$ cat src/rtl/arena_border_pkg.sv
// Shared arena geometry, pixel colour type and border FSM states.
// Pure declarations: no latency, no flow control.
// The renderer is free-running, so no backpressure applies.
package arena_pkg;

  localparam int H_ACTIVE = 800;
  localparam int V_ACTIVE = 600;

  typedef struct packed {
    logic [7:0] r;
    logic [7:0] g;
    logic [7:0] b;
  } rgb_t;

  typedef enum logic [1:0] {
    IDLE   = 2'd0,
    SHRINK = 2'd1,
    HOLD   = 2'd2
  } border_state_t;

endpackage

$ cat src/rtl/arena_border_range_check.sv
// Half-open interval test: hit when lo <= value < hi.
// Combinational, zero latency.
// No flow control.
module range_check (
  input  logic [11:0] value,
  input  logic [11:0] lo,
  input  logic [11:0] hi,
  output logic        hit
);

  assign hit = (value >= lo) && (value < hi);

endmodule

$ cat src/rtl/arena_border.sv
// Arena wall renderer with shrinking-inset FSM; flash colour under ARENA_BORDER_FLASH_EN.
// Latency: RGB and in_border are registered, 1 cycle after row/col.
// Free-running pixel stream, no backpressure.
module arena_border
  import arena_pkg::*;
#(
  parameter int   LEFT_W          = 105,
  parameter int   RIGHT_W         = 104,
  parameter int   TOP_W           = 5,
  parameter int   BOTTOM_W        = 4,
  parameter int   STEP            = 4,
  parameter int   FRAMES_PER_STEP = 60,
  parameter int   MAX_INSET       = 200,
  parameter rgb_t BORDER_RGB      = 24'hFFFFFF,
  parameter rgb_t FLASH_RGB       = 24'hFF0000,
  parameter int   FLASH_FRAMES    = 30
) (
  input  logic       clock,
  input  logic       reset,
  input  logic [9:0] row,
  input  logic [9:0] col,
  input  logic       frame_tick,
  input  logic       shrink_go,
  input  logic       restart,
  input  logic       flash_req,
  output logic [7:0] red,
  output logic [7:0] green,
  output logic [7:0] blue,
  output logic       in_border,
  output logic [7:0] inset,
  output logic       shrinking
);

  localparam int FC_W = $clog2(FRAMES_PER_STEP + 1);
  localparam logic [11:0] H12 = 12'(H_ACTIVE);
  localparam logic [11:0] V12 = 12'(V_ACTIVE);

  border_state_t state;
  logic [FC_W-1:0] frame_cnt;
  logic [7:0]      inset_next;

  assign inset_next = inset + 8'(STEP);

  // restart has priority over everything so a reset-to-static is always clean
  always_ff @(posedge clock) begin
    if (!reset) begin
      state     <= IDLE;
      inset     <= '0;
      frame_cnt <= '0;
      shrinking <= 1'b0;
    end else if (restart) begin
      state     <= IDLE;
      inset     <= '0;
      frame_cnt <= '0;
      shrinking <= 1'b0;
    end else begin
      case (state)
        IDLE: begin
          if (shrink_go) begin
            state     <= SHRINK;
            frame_cnt <= '0;
            shrinking <= 1'b1;
          end
        end
        SHRINK: begin
          if (frame_tick) begin
            if (frame_cnt == FC_W'(FRAMES_PER_STEP - 1)) begin
              frame_cnt <= '0;
              inset     <= inset_next;
              if (inset_next == 8'(MAX_INSET)) begin
                state     <= HOLD;
                shrinking <= 1'b0;
              end
            end else begin
              frame_cnt <= frame_cnt + 1'b1;
            end
          end
        end
        HOLD: ;
        default: begin
          state     <= IDLE;
          shrinking <= 1'b0;
        end
      endcase
    end
  end

  rgb_t cur_rgb;

`ifdef ARENA_BORDER_FLASH_EN
  localparam int FL_W = $clog2(FLASH_FRAMES + 1);
  logic [FL_W-1:0] flash_cnt;
  logic            flash_phase;

  always_ff @(posedge clock) begin
    if (!reset || restart) begin
      flash_cnt   <= '0;
      flash_phase <= 1'b0;
    end else if (flash_req) begin
      flash_cnt   <= FL_W'(FLASH_FRAMES);
      flash_phase <= 1'b0;
    end else if (frame_tick && flash_cnt != '0) begin
      flash_cnt   <= flash_cnt - 1'b1;
      flash_phase <= ~flash_phase;
    end
  end

  assign cur_rgb = (flash_phase && flash_cnt != '0) ? FLASH_RGB : BORDER_RGB;
`else
  localparam int unused_flash_cfg = FLASH_FRAMES + int'(FLASH_RGB.r);
  logic unused_flash_req;
  assign unused_flash_req = flash_req;
  assign cur_rgb = BORDER_RGB;
`endif

  // All side bounds are formed in 12 bits so inset growth can never wrap.
  logic [11:0] col_w, row_w, inset_w;
  logic [11:0] right_span, bottom_span, right_lo, bottom_lo;
  logic        hit_l, hit_r, hit_t, hit_b;

  assign col_w       = {2'b00, col};
  assign row_w       = {2'b00, row};
  assign inset_w     = {4'b0000, inset};
  assign right_span  = 12'(RIGHT_W) + inset_w;
  assign bottom_span = 12'(BOTTOM_W) + inset_w;
  assign right_lo    = (right_span >= H12) ? 12'd0 : H12 - right_span;
  assign bottom_lo   = (bottom_span >= V12) ? 12'd0 : V12 - bottom_span;

  range_check u_left   (.value(col_w), .lo(12'd0),     .hi(12'(LEFT_W) + inset_w), .hit(hit_l));
  range_check u_right  (.value(col_w), .lo(right_lo),  .hi(H12),                   .hit(hit_r));
  range_check u_top    (.value(row_w), .lo(12'd0),     .hi(12'(TOP_W) + inset_w),  .hit(hit_t));
  range_check u_bottom (.value(row_w), .lo(bottom_lo), .hi(V12),                   .hit(hit_b));

  logic visible, wall;
  assign visible = (col_w < H12) && (row_w < V12);
  assign wall    = visible && (hit_l || hit_r || hit_t || hit_b);

  rgb_t pix;

  always_ff @(posedge clock) begin
    if (!reset) begin
      pix       <= '0;
      in_border <= 1'b0;
    end else begin
      pix       <= wall ? cur_rgb : rgb_t'('0);
      in_border <= wall;
    end
  end

  assign red   = pix.r;
  assign green = pix.g;
  assign blue  = pix.b;

endmodule
$ cat config.mk
export PLATFORM = sky130hd
export DESIGN_NAME = arena_border
export DESIGN_NICKNAME = d
export VERILOG_FILES = /design/src/rtl/arena_border_pkg.sv /design/src/rtl/arena_border_range_check.sv /design/src/rtl/arena_border.sv
export SDC_FILE = /design/constraint.sdc
export NUM_CORES = 1
export LEC_CHECK = 0
export BUFFER_PORTS_ARGS = -buffer_cell sky130_fd_sc_hd__clkbuf_2
export CAP_MARGIN = 20
export CORE_MARGIN = 4
export CORE_UTILIZATION = 35
export CTS_CLUSTER_DIAMETER = 150
export DETAILED_ROUTE_END_ITERATION = 10
export MAX_ROUTING_LAYER = met4
export PLACE_DENSITY_LB_ADDON = 0.15
export SLEW_MARGIN = 20
export SYNTH_ARGS = -nofsm -noshare
export SYNTH_HDL_FRONTEND = slang
export SYNTH_SLANG_ARGS = --single-unit
$ cat constraint.sdc
create_clock -name clock -period 2.4 [get_ports clock]
set_input_delay 0.48 -clock clock [delete_from_list [all_inputs] [get_ports clock]]
set_output_delay 0.48 -clock clock [all_outputs]
set_load 0.01 [all_outputs]
==> results of run 1 <==
-- worst max path at each step --
stage | slack (ns) | depth (start not counted) | endpoint
after floorplan | 0.02 | 10 | red[6]
after global placement | -0.002 | 10 | red[6]
after detailed placement | -0.06 | 11 | red[6]
after CTS | 0.02 | 11 | red[6]
after global routing | -0.07 | 11 | red[6]
final | 0.06 | 11 | red[6]
-- layer usage --
layer	routed length, um	up-vias	global-route usage
li1	-	908	-
met1	2210	752	0.194
met2	1930	47	0.222
met3	250	2	0.0211
met4	22	0	0.0304
met5	0	-	-
-- worst reg2reg max path, stage by stage (launching register included) --
cell and delay [ns]:
dfxtp_4 0.36, buf_4 0.16, ha_1 0.29, inv_1 0.08, nand3_1 0.11, a21o_1 0.19
xnor2_1 0.13, ha_1 0.30, nand3_1 0.09, nand2_1 0.10, a2111oi_4 0.30, a31oi_1 0.12
-- synthesized netlist by cell type (3+ instances only) --
| master | n |
|---|---|
| a211oi_1 | 4 |
| a21o_1 | 3 |
| a21oi_1 | 18 |
| buf_4 | 27 |
| dfxtp_1 | 15 |
| ha_1 | 36 |
| inv_1 | 12 |
| nand2_1 | 10 |
| nand3_1 | 10 |
| nand4_1 | 5 |
| nor2_1 | 17 |
| nor2b_1 | 3 |
| nor3_1 | 4 |
| o211ai_1 | 4 |
| o21ai_0 | 8 |
| xnor2_1 | 11 |
| xor2_1 | 12 |
-- layout make-up --
cell class / count / share of cell area
clock buffers: 3 / 0.0171
clock inverters: 1 / 0.00208
inverters: 12 / 0.0187
multi-input cells: 173 / 0.578
flip-flops and latches: 15 / 0.129
well taps: 70 / 0.0364
repair buffers: 89 / 0.219
-- cells by family after synthesis --
| family | Yosys count |
|---|---|
| adders and majority gates | 36 |
| xor gates and xnor gates | 24 |
| and+or+nand+nor | 64 |
| muxes | 1 |
| DFF | 15 |
| other | 1 |
| AOI/OAI and AO/OA | 46 |
| buffers and inverters | 42 |
-- sequential cells by signal (all words and copies together), names as in the netlist --
signal     cells
frame_cnt      6
inset          6
state          2
red            1
-- power groups by stage --
stage | clock network [mW] | registers (mW) | logic, mW
2_1_floorplan | 0 | 0.264 | 0.116
3_3_place_gp | 0 | 0.263 | 0.146
3_5_place_dp | 0 | 0.264 | 0.148
4_1_cts | 0.218 | 0.258 | 0.150
5_1_grt | 0.227 | 0.259 | 0.172
6_report | 0.207 | 0.258 | 0.153
-- repair_timing --
action	in CTS	in global routing
setup endpoints to repair	1	1
pin swaps	3	4
gates cloned	0	0
gates resized for setup	2	9
-- per-stage QoR --
| stage | hold slack, ns | cells | setup WS [ns] | utilization |
|---|---|---|---|---|
| floorplan | 0.466 | 230 | 0.0230 | - |
| global route | 0.472 | 363 | -0.0731 | 0.466 |
| global placement | 0.487 | 359 | -0.00165 | 0.448 |
| CTS | 0.461 | 363 | 0.0174 | 0.459 |
| finish | 0.463 | 363 | 0.0584 | 0.466 |
| detailed placement | 0.503 | 359 | -0.0579 | 0.448 |
==> results.yml, run 1 <==
status:
  status: "finished, final reports clean"
setup_path:
  reg2reg_to: "red[6]"
  slowest_delay_ns: 0.36
  ff2ff_setup_slack_ns: 0.06
  crit_slowest_cell: "dfxtp_4"
  path_cells: "buf_4, ha_1, inv_1, nand3_1, a21o_1, xnor2_1, ha_1, nand3_1, nand2_1, a2111oi_4, a31oi_1"
  crit_family: "compound AO/OA/AOI/OAI gates"
  reg2reg_depth: 11
  path_class: "register to register"
  cp.arrival_ns: 2.47
  critPathBufInv: 2
  required_ns: 2.53
  startpoint_type: "register"
  worst_setup_path_end_kind: "register"
  crit_fanout: 5
  r2r-start: "inset[3]"
  startpoint: "inset[3]"
yosys:
  yosys.area_share.simple: 0.183
  avgSynthCellArea_sq_um: 8.22
  synthAdderAreaFrac: 0.239
  post-synth-top-area-fraction: 0.239
  synth_edf_count: 0
  synth_area_leader_cell: "ha_1"
  synth.area.top_cells: "ha_1 (24%), dfxtp_1 (16%), buf_4 (11%)"
  synth-seq-cells: 15
  yosysWarnings: 0
  synth-compound-area-share: 0.150
  synth-main-ff-cell: "dfxtp_1"
  synthMuxAreaShare: 0.00532
  postSynthCellCount: 229
  synth-async-reset-ratio: 0
  synth-xor-area-share: 0.116
  netlist_area_sq_um: 1880
  synthDistinctLibCells: 42
  synth_top_family_by_area: "adder cells"
  ys_seq_area_frac: 0.159
power_and_ir_drop:
  p_clk_frac: 0.335
  power.leakage_nw: 1.18
  p_sw_frac: 0.297
  p_sw_mw: 0.183
  power.total_mw: 0.618
  irDropWorstVdd_mv: 0.308
  p_seq_frac: 0.418
  intPower_mw: 0.435
  p_per_area_nw_per_um2: 256
  combPwrFrac: 0.247
timing:
  hold_violations: 0
  min_period_over_period: 0.976
  fmax_ghz: 0.427
  skew_ns: 0.00287
  fin_crit_ns: 2.34
  slew_violations: 0
  grt_setup_unrepaired: "true"
  worst_pin_slew_ns: 0.639
  tns_ns: 0
  final-setup-viol-count: 0
  slew_headroom: 0.573
cts:
  cts.clk_slew.worst_paths_ns: 0.06
  clk_latency_ns: 0.25
  clock-sinks: 15
  cts_root_buf: "clkbuf_8"
  cts_tree: "done"
  htreeDepth: 1
  cts_setup_buffers: 0
  holdBufCountCts: 0
  numCtsBuffers: 3
  clk_path_buf_depth: 2
drt:
  drc_errors: 0
  ant_nets: 0
  wl_per_cell_um: 12.1
  via_per_inst: 4.71
  detail_route.iter0.violations: 30
  vias: 1709
  routed_wl_um: 4410
  drtPass1Iterations: 4
place:
  place.port_buffers: 56
  hpwl_um: 3810
  gp_congestion: 0.775
  placed_area_sq_um: 2320
floorplanning:
  ios: 60
  core_sq_um: 5170
  initial_core_util: 0.364
  core.rowCount: 26
  die_h_um: 81.4
  dieArea_sq_um: 6620
  dieWidth_um: 81.4
worst_hold_path:
  holdCritStartpoint: "reset"
  hold_depth: 3
  worstHoldEndpoint: "red[6]"
  min_path_type: "input port to register"
finish:
  fin_nets: 356
  drive_gt1_frac: 0.403
  final.fill_count: 521
  final_area_sq_um: 2410
  final_common_cell: "clkbuf_2"
  antenna_cells: 0
  areaGrowthSynthToFinish_pct: 27.9
  ff_latch_area_sq_um: 310
  multi_input_area_sq_um: 1390
  mostFrequentLayoutCells: "clkbuf_2 (56), ha_1 (34), buf_4 (33)"
grt:
  overflow: 0
  grt_max_degree: 26
  grt_usage: 0.142
  antenna_found_initial: 0
  grt_pass1_vias: 1546
  grt_pass1_wl_um: 7190
flow_run:
  cap_violations: 0
Note: power is estimated with default switching activity, not from simulation.
==> run 2: changes to the inputs <==
==> constraint.sdc (replaced) <==
create_clock -name clock -period 2.4 [get_ports clock]
set_input_delay 0.12 -clock clock [delete_from_list [all_inputs] [get_ports clock]]
set_output_delay 0.12 -clock clock [all_outputs]
set_load 0.01 [all_outputs]
==> run 2 against run 1 <==
Register-to-register slack improved by 0.04 ns; clock power up 4%; final area is 1.3% higher; critical path type unchanged; largest cell class unchanged.
==> results.yml, run 2 (synthesis results as in run 1) <==
place:
  gp_congestion: 0.791
  placed_cells: 355
  place.port_buffers: 56
  placed_area_sq_um: 2290
  hpwl_um: 3800
drt:
  via_per_inst: 4.78
  drtPass1Iterations: 4
  detail_route.iter0.violations: 36
  routed_wl_um: 4460
  ant_nets: 0
  vias: 1725
  drc_errors: 0
  wl_per_cell_um: 12.3
setup_path:
  worst_setup_path_end_kind: "register"
  crit_slowest_cell: "dfxtp_4"
  cp.arrival_ns: 2.44
  ff2ff_setup_slack_ns: 0.1
  reg2reg_depth: 11
  reg2reg_to: "red[6]"
  required_ns: 2.54
  crit_fanout: 4
  slowest_delay_ns: 0.39
  startpoint_type: "register"
  path_class: "register to register"
  path_cells: "ha_4, nand2_4, xor2_2, a21boi_2, o21ai_2, xor2_1, ha_1, a21oi_2, nand2_2, a2111oi_4, a31oi_1"
  r2r-start: "inset[3]"
floorplanning:
  dieArea_sq_um: 6620
  dieWidth_um: 81.4
  ios: 60
  core.rowCount: 26
  die_h_um: 81.4
  initial_core_util: 0.364
  core_sq_um: 5170
timing:
  fmax_ghz: 0.434
  slew_headroom: 0.580
  final-setup-viol-count: 0
  fin_crit_ns: 2.30
  skew_ns: 0.00346
  hold_violations: 0
  slew_violations: 0
  grt_setup_unrepaired: "true"
  min_period_over_period: 0.959
  worst_pin_slew_ns: 0.629
grt:
  grt_pass1_wl_um: 7250
  grt_pass1_vias: 1538
  antenna_found_initial: 0
  grt_max_degree: 26
  overflow: 0
  grt_usage: 0.144
cts:
  cts.clk_slew.worst_paths_ns: 0.06
  htreeDepth: 1
  holdBufCountCts: 0
  clk_path_buf_depth: 2
  cts_tree: "done"
  numCtsBuffers: 3
  clk_latency_ns: 0.25
  cts_root_buf: "clkbuf_8"
  clock-sinks: 15
finish:
  areaGrowthSynthToFinish_pct: 29.6
  mostFrequentLayoutCells: "clkbuf_2 (56), ha_1 (33), buf_4 (31)"
  final_area_sq_um: 2440
  top_regs: "frame_cnt: 6 flops, inset: 6 flops, state: 2 flops"
  final_cells: 361
  antenna_cells: 0
  final_common_cell: "clkbuf_2"
  drive_gt1_frac: 0.416
  final_core_util: 0.472
  fin_nets: 354
worst_hold_path:
  holdCritStartpoint: "reset"
  hold_depth: 3
  worstHoldEndpoint: "red[6]"
  min_path_type: "input port to register"
status:
  status: "finished, final reports clean"
power_and_ir_drop:
  power.leakage_nw: 1.17
  p_per_area_nw_per_um2: 257
  irDropWorstVdd_mv: 0.209
flow_run:
  cap_violations: 0
[run 2: area by class of cell]
type	count	area (sq um)
clock inverters	1	6.26
multi-input cells	173	1430
fillers	515	2730
flip-flops and latches	15	313
well taps	70	87.6
inverters	12	45.0
clock buffers	3	41.3
repair buffers	87	513
[run 2: metal layers]
metal	vias to the layer above	track usage	wire [um]
met5	-	-	0
met4	0	0.0355	17
met3	2	0.0211	242
met2	47	0.228	2000
met1	768	0.193	2190
li1	908	-	-
[run 2: worst max-delay path: cells and delay by family (launching register included)]
kind	cells	cell delay, ns
AO/OA/AOI/OAI	5	0.84
adder cells (fa/ha/maj)	2	0.49
flip-flops	1	0.39
XOR/XNOR	2	0.31
AND/OR/NAND/NOR	2	0.17
[run 2: worst max path at each step]
stage / startpoint / end
floorplan: inset[3] / red[6]
global placement: inset[3] / red[6]
detailed placement: inset[3] / red[6]
CTS: inset[2] / red[6]
global route: inset[3] / red[6]
finish: inset[3] / red[6]
[run 2: timing repair]
action,4_1_cts,5_1_grt
resized for setup,4,14
pin swaps,0,10
buffers inserted,0,2
setup endpoints to repair,1,1
[run 2: through the flow]
step / hold WS [ns] / power [mW] / worst slack, ns / setup TNS [ns]
floorplan: 0.248 / 0.380 / 0.0230 / 0
finish: 0.103 / 0.627 / 0.0981 / 0
detailed placement: 0.374 / 0.410 / -0.00539 / -0.00539
global placement: 0.371 / 0.409 / 0.00995 / 0
global route: 0.111 / 0.676 / -0.0583 / -0.0583
CTS: 0.0998 / 0.637 / 0.0334 / 0
[run 2: where the power goes]
group	internal, mW	leakage (nW)	switching, mW
clock network	0.118	0.0260	0.0987
logic	0.0706	1.02	0.0839
registers	0.248	0.124	0.00818
total	0.437	1.17	0.191
==> run 3: changes to the inputs <==
--- a/config.mk
+++ b/config.mk
@@ -9,10 +9,11 @@
 export CAP_MARGIN = 20
 export CORE_MARGIN = 4
 export CORE_UTILIZATION = 35
-export CTS_CLUSTER_DIAMETER = 150
+export CTS_CLUSTER_DIAMETER = 30
 export DETAILED_ROUTE_END_ITERATION = 10
 export MAX_ROUTING_LAYER = met4
 export PLACE_DENSITY_LB_ADDON = 0.15
+export REMOVE_ABC_BUFFERS = 1
 export SLEW_MARGIN = 20
 export SYNTH_ARGS = -nofsm -noshare
 export SYNTH_HDL_FRONTEND = slang
==> run 3 against run 2 <==
The flow now finishes with violations (setup timing); die area is the same; clock skew up 0.0050 ns; final area up 4.6%; combinational power up 5%; power grew 0.66%; final cell count rose by 1.7%; via count fell by 0.17%; global-route usage grew 0.35 points; register-to-register slack worse by 0.098 ns; critical endpoint unchanged.
==> results.yml, run 3 (synthesis results as in run 1) <==
status:
  status: "complete, but fails checks"
  violations: "setup timing"
cts:
  cts.clk_slew.worst_paths_ns: 0.07
  cts_root_buf: "clkbuf_8"
  clock-sinks: 15
  numCtsBuffers: 3
  clk_path_buf_depth: 2
  holdBufCountCts: 0
  htreeDepth: 1
  cts_tree: "done"
  clk_latency_ns: 0.25
setup_path:
  ff2ff_setup_slack_ns: -0.0004
  r2r-start: "inset[3]"
  required_ns: 2.53
  reg2reg_depth: 11
  startpoint_type: "register"
  critPathBufInv: 2
  crit_slowest_cell: "dfxtp_2"
  slowest_delay_ns: 0.34
  reg2reg_to: "red[6]"
  crit_family: "compound AO/OA/AOI/OAI gates"
  path_cells: "ha_2, buf_4, nor3_4, xnor2_2, inv_1, ha_4, nand3_2, a211oi_4, nor3_4, a2111oi_4, a31oi_1"
  crit_fanout: 3
  cp.arrival_ns: 2.53
  worst_setup_path_end_kind: "register"
  path_class: "register to register"
  crit_top_cell: "nor3_4"
finish:
  top_regs: "frame_cnt: 6 flops, inset: 6 flops, state: 2 flops"
  antenna_cells: 0
  final_cells: 367
  mostFrequentLayoutCells: "clkbuf_2 (56), buf_4 (35), ha_1 (31)"
  final.fill_count: 513
  drive_gt1_frac: 0.441
  fin_nets: 360
  areaGrowthSynthToFinish_pct: 35.5
  final_core_util: 0.493
  final_common_cell: "clkbuf_2"
power_and_ir_drop:
  p_per_area_nw_per_um2: 248
  irDropWorstVdd_mv: 0.253
  power.total_mw: 0.631
  power.leakage_nw: 1.22
grt:
  grt_usage: 0.148
  grt_max_degree: 26
  grt_pass1_wl_um: 7440
  antenna_found_initial: 0
  grt_pass1_vias: 1623
  overflow: 0
timing:
  min_period_over_period: 1.00
  fin_crit_ns: 2.40
  skew_ns: 0.00851
  postLayoutSetupSlackWorst_ns: -0.000393
  tns_ns: -0.000393
  slew_violations: 0
  final-setup-viol-count: 1
  worst_pin_slew_ns: 0.615
  slew_headroom: 0.589
  hold_slack_ns: 0.0965
  grt_setup_unrepaired: "true"
  hold_violations: 0
  fmax_ghz: 0.417
flow_run:
  cap_violations: 0
place:
  place.port_buffers: 56
  placed_cells: 357
  gp_congestion: 0.817
  hpwl_um: 3710
drt:
  detail_route.iter0.violations: 27
  via_per_inst: 4.69
  routed_wl_um: 4530
  ant_nets: 0
  wl_per_cell_um: 12.3
  vias: 1722
  drtPass1Iterations: 3
  drc_errors: 0
worst_hold_path:
  worstHoldEndpoint: "red[6]"
  min_path_type: "input port to register"
  hold_depth: 3
  holdCritStartpoint: "reset"
floorplanning:
  dieWidth_um: 81.4
  core.rowCount: 26
  ios: 60
  initial_core_util: 0.364
  core_sq_um: 5170
  die_h_um: 81.4
  dieArea_sq_um: 6620
[run 3: cell count changes in the layout (fill, tap and decap cells not counted), sizes merged]
cell,before,now
buf,31,37
clkbuf,59,60
inv,13,12
[run 3: worst max-delay path by stage]
stage | to | startpoint | depth (start not counted) | slack, ns
finish | red[6] | inset[3] | 11 | -0.0004
global route | red[6] | inset[3] | 11 | -0.08
CTS | red[6] | inset[3] | 12 | 0.005
detailed placement | red[6] | inset[3] | 11 | -0.15
global placement | red[6] | inset[3] | 11 | -0.10
floorplan | red[6] | inset[4] | 11 | -0.36
[run 3: final cells by class]
type | count | area (sq um) | share of cell area
clock buffer | 4 | 45.0 | 0.0177
tap | 70 | 87.6 | 0.0343
sequential | 15 | 304 | 0.119
inverter | 12 | 45.0 | 0.0177
multi-input combinational | 173 | 1500 | 0.586
timing repair buffer | 93 | 574 | 0.225
[run 3: metrics by stage]
step / worst slack (ns) / cell area (sq um)
after global routing: -0.0828 / 2550
after global placement: -0.103 / 2260
after detailed placement: -0.152 / 2260
after CTS: 0.00531 / 2420
after floorplan: -0.360 / 1660
final: -0.000393 / 2550
[run 3: power by group]
group,total [mW],switching [mW],leakage (nW),internal [mW]
Clock,0.210,0.0928,0.0228,0.117
Sequential,0.260,0.00808,0.123,0.252
Combinational,0.161,0.0879,1.08,0.0734
Total,0.631,0.189,1.22,0.443
[run 3: what timing repair did]
action | in CTS | in global routing
setup buffers | 5 | 1
setup endpoints to repair | 1 | 1
endpoints found under the hold margin | 0 | 0
pin swaps | 4 | 10
gates resized for setup | 17 | 21
[run 3: layer usage]
| metal | GRT usage | share of wire | wire length [um] | vias to the layer above |
|---|---|---|---|---|
| met5 | - | 0 | 0 | - |
| met1 | 0.191 | 0.50 | 2250 | 763 |
| met2 | 0.243 | 0.45 | 2020 | 44 |
| met4 | 0.0304 | 0.0051 | 23 | 0 |
| met3 | 0.0233 | 0.051 | 231 | 2 |
| li1 | - | - | - | 913 |
[run 3: worst register-to-register path: cells and delay by family, from the launching register on]
family                   cells  cell delay, ns
buffers and inverters        2            0.27
AO/OA/AOI/OAI                3            0.71
XOR/XNOR                     1            0.16
adder cells (fa/ha/maj)      2            0.49
AND/OR/NAND/NOR              3            0.31
flip-flops                   1            0.34
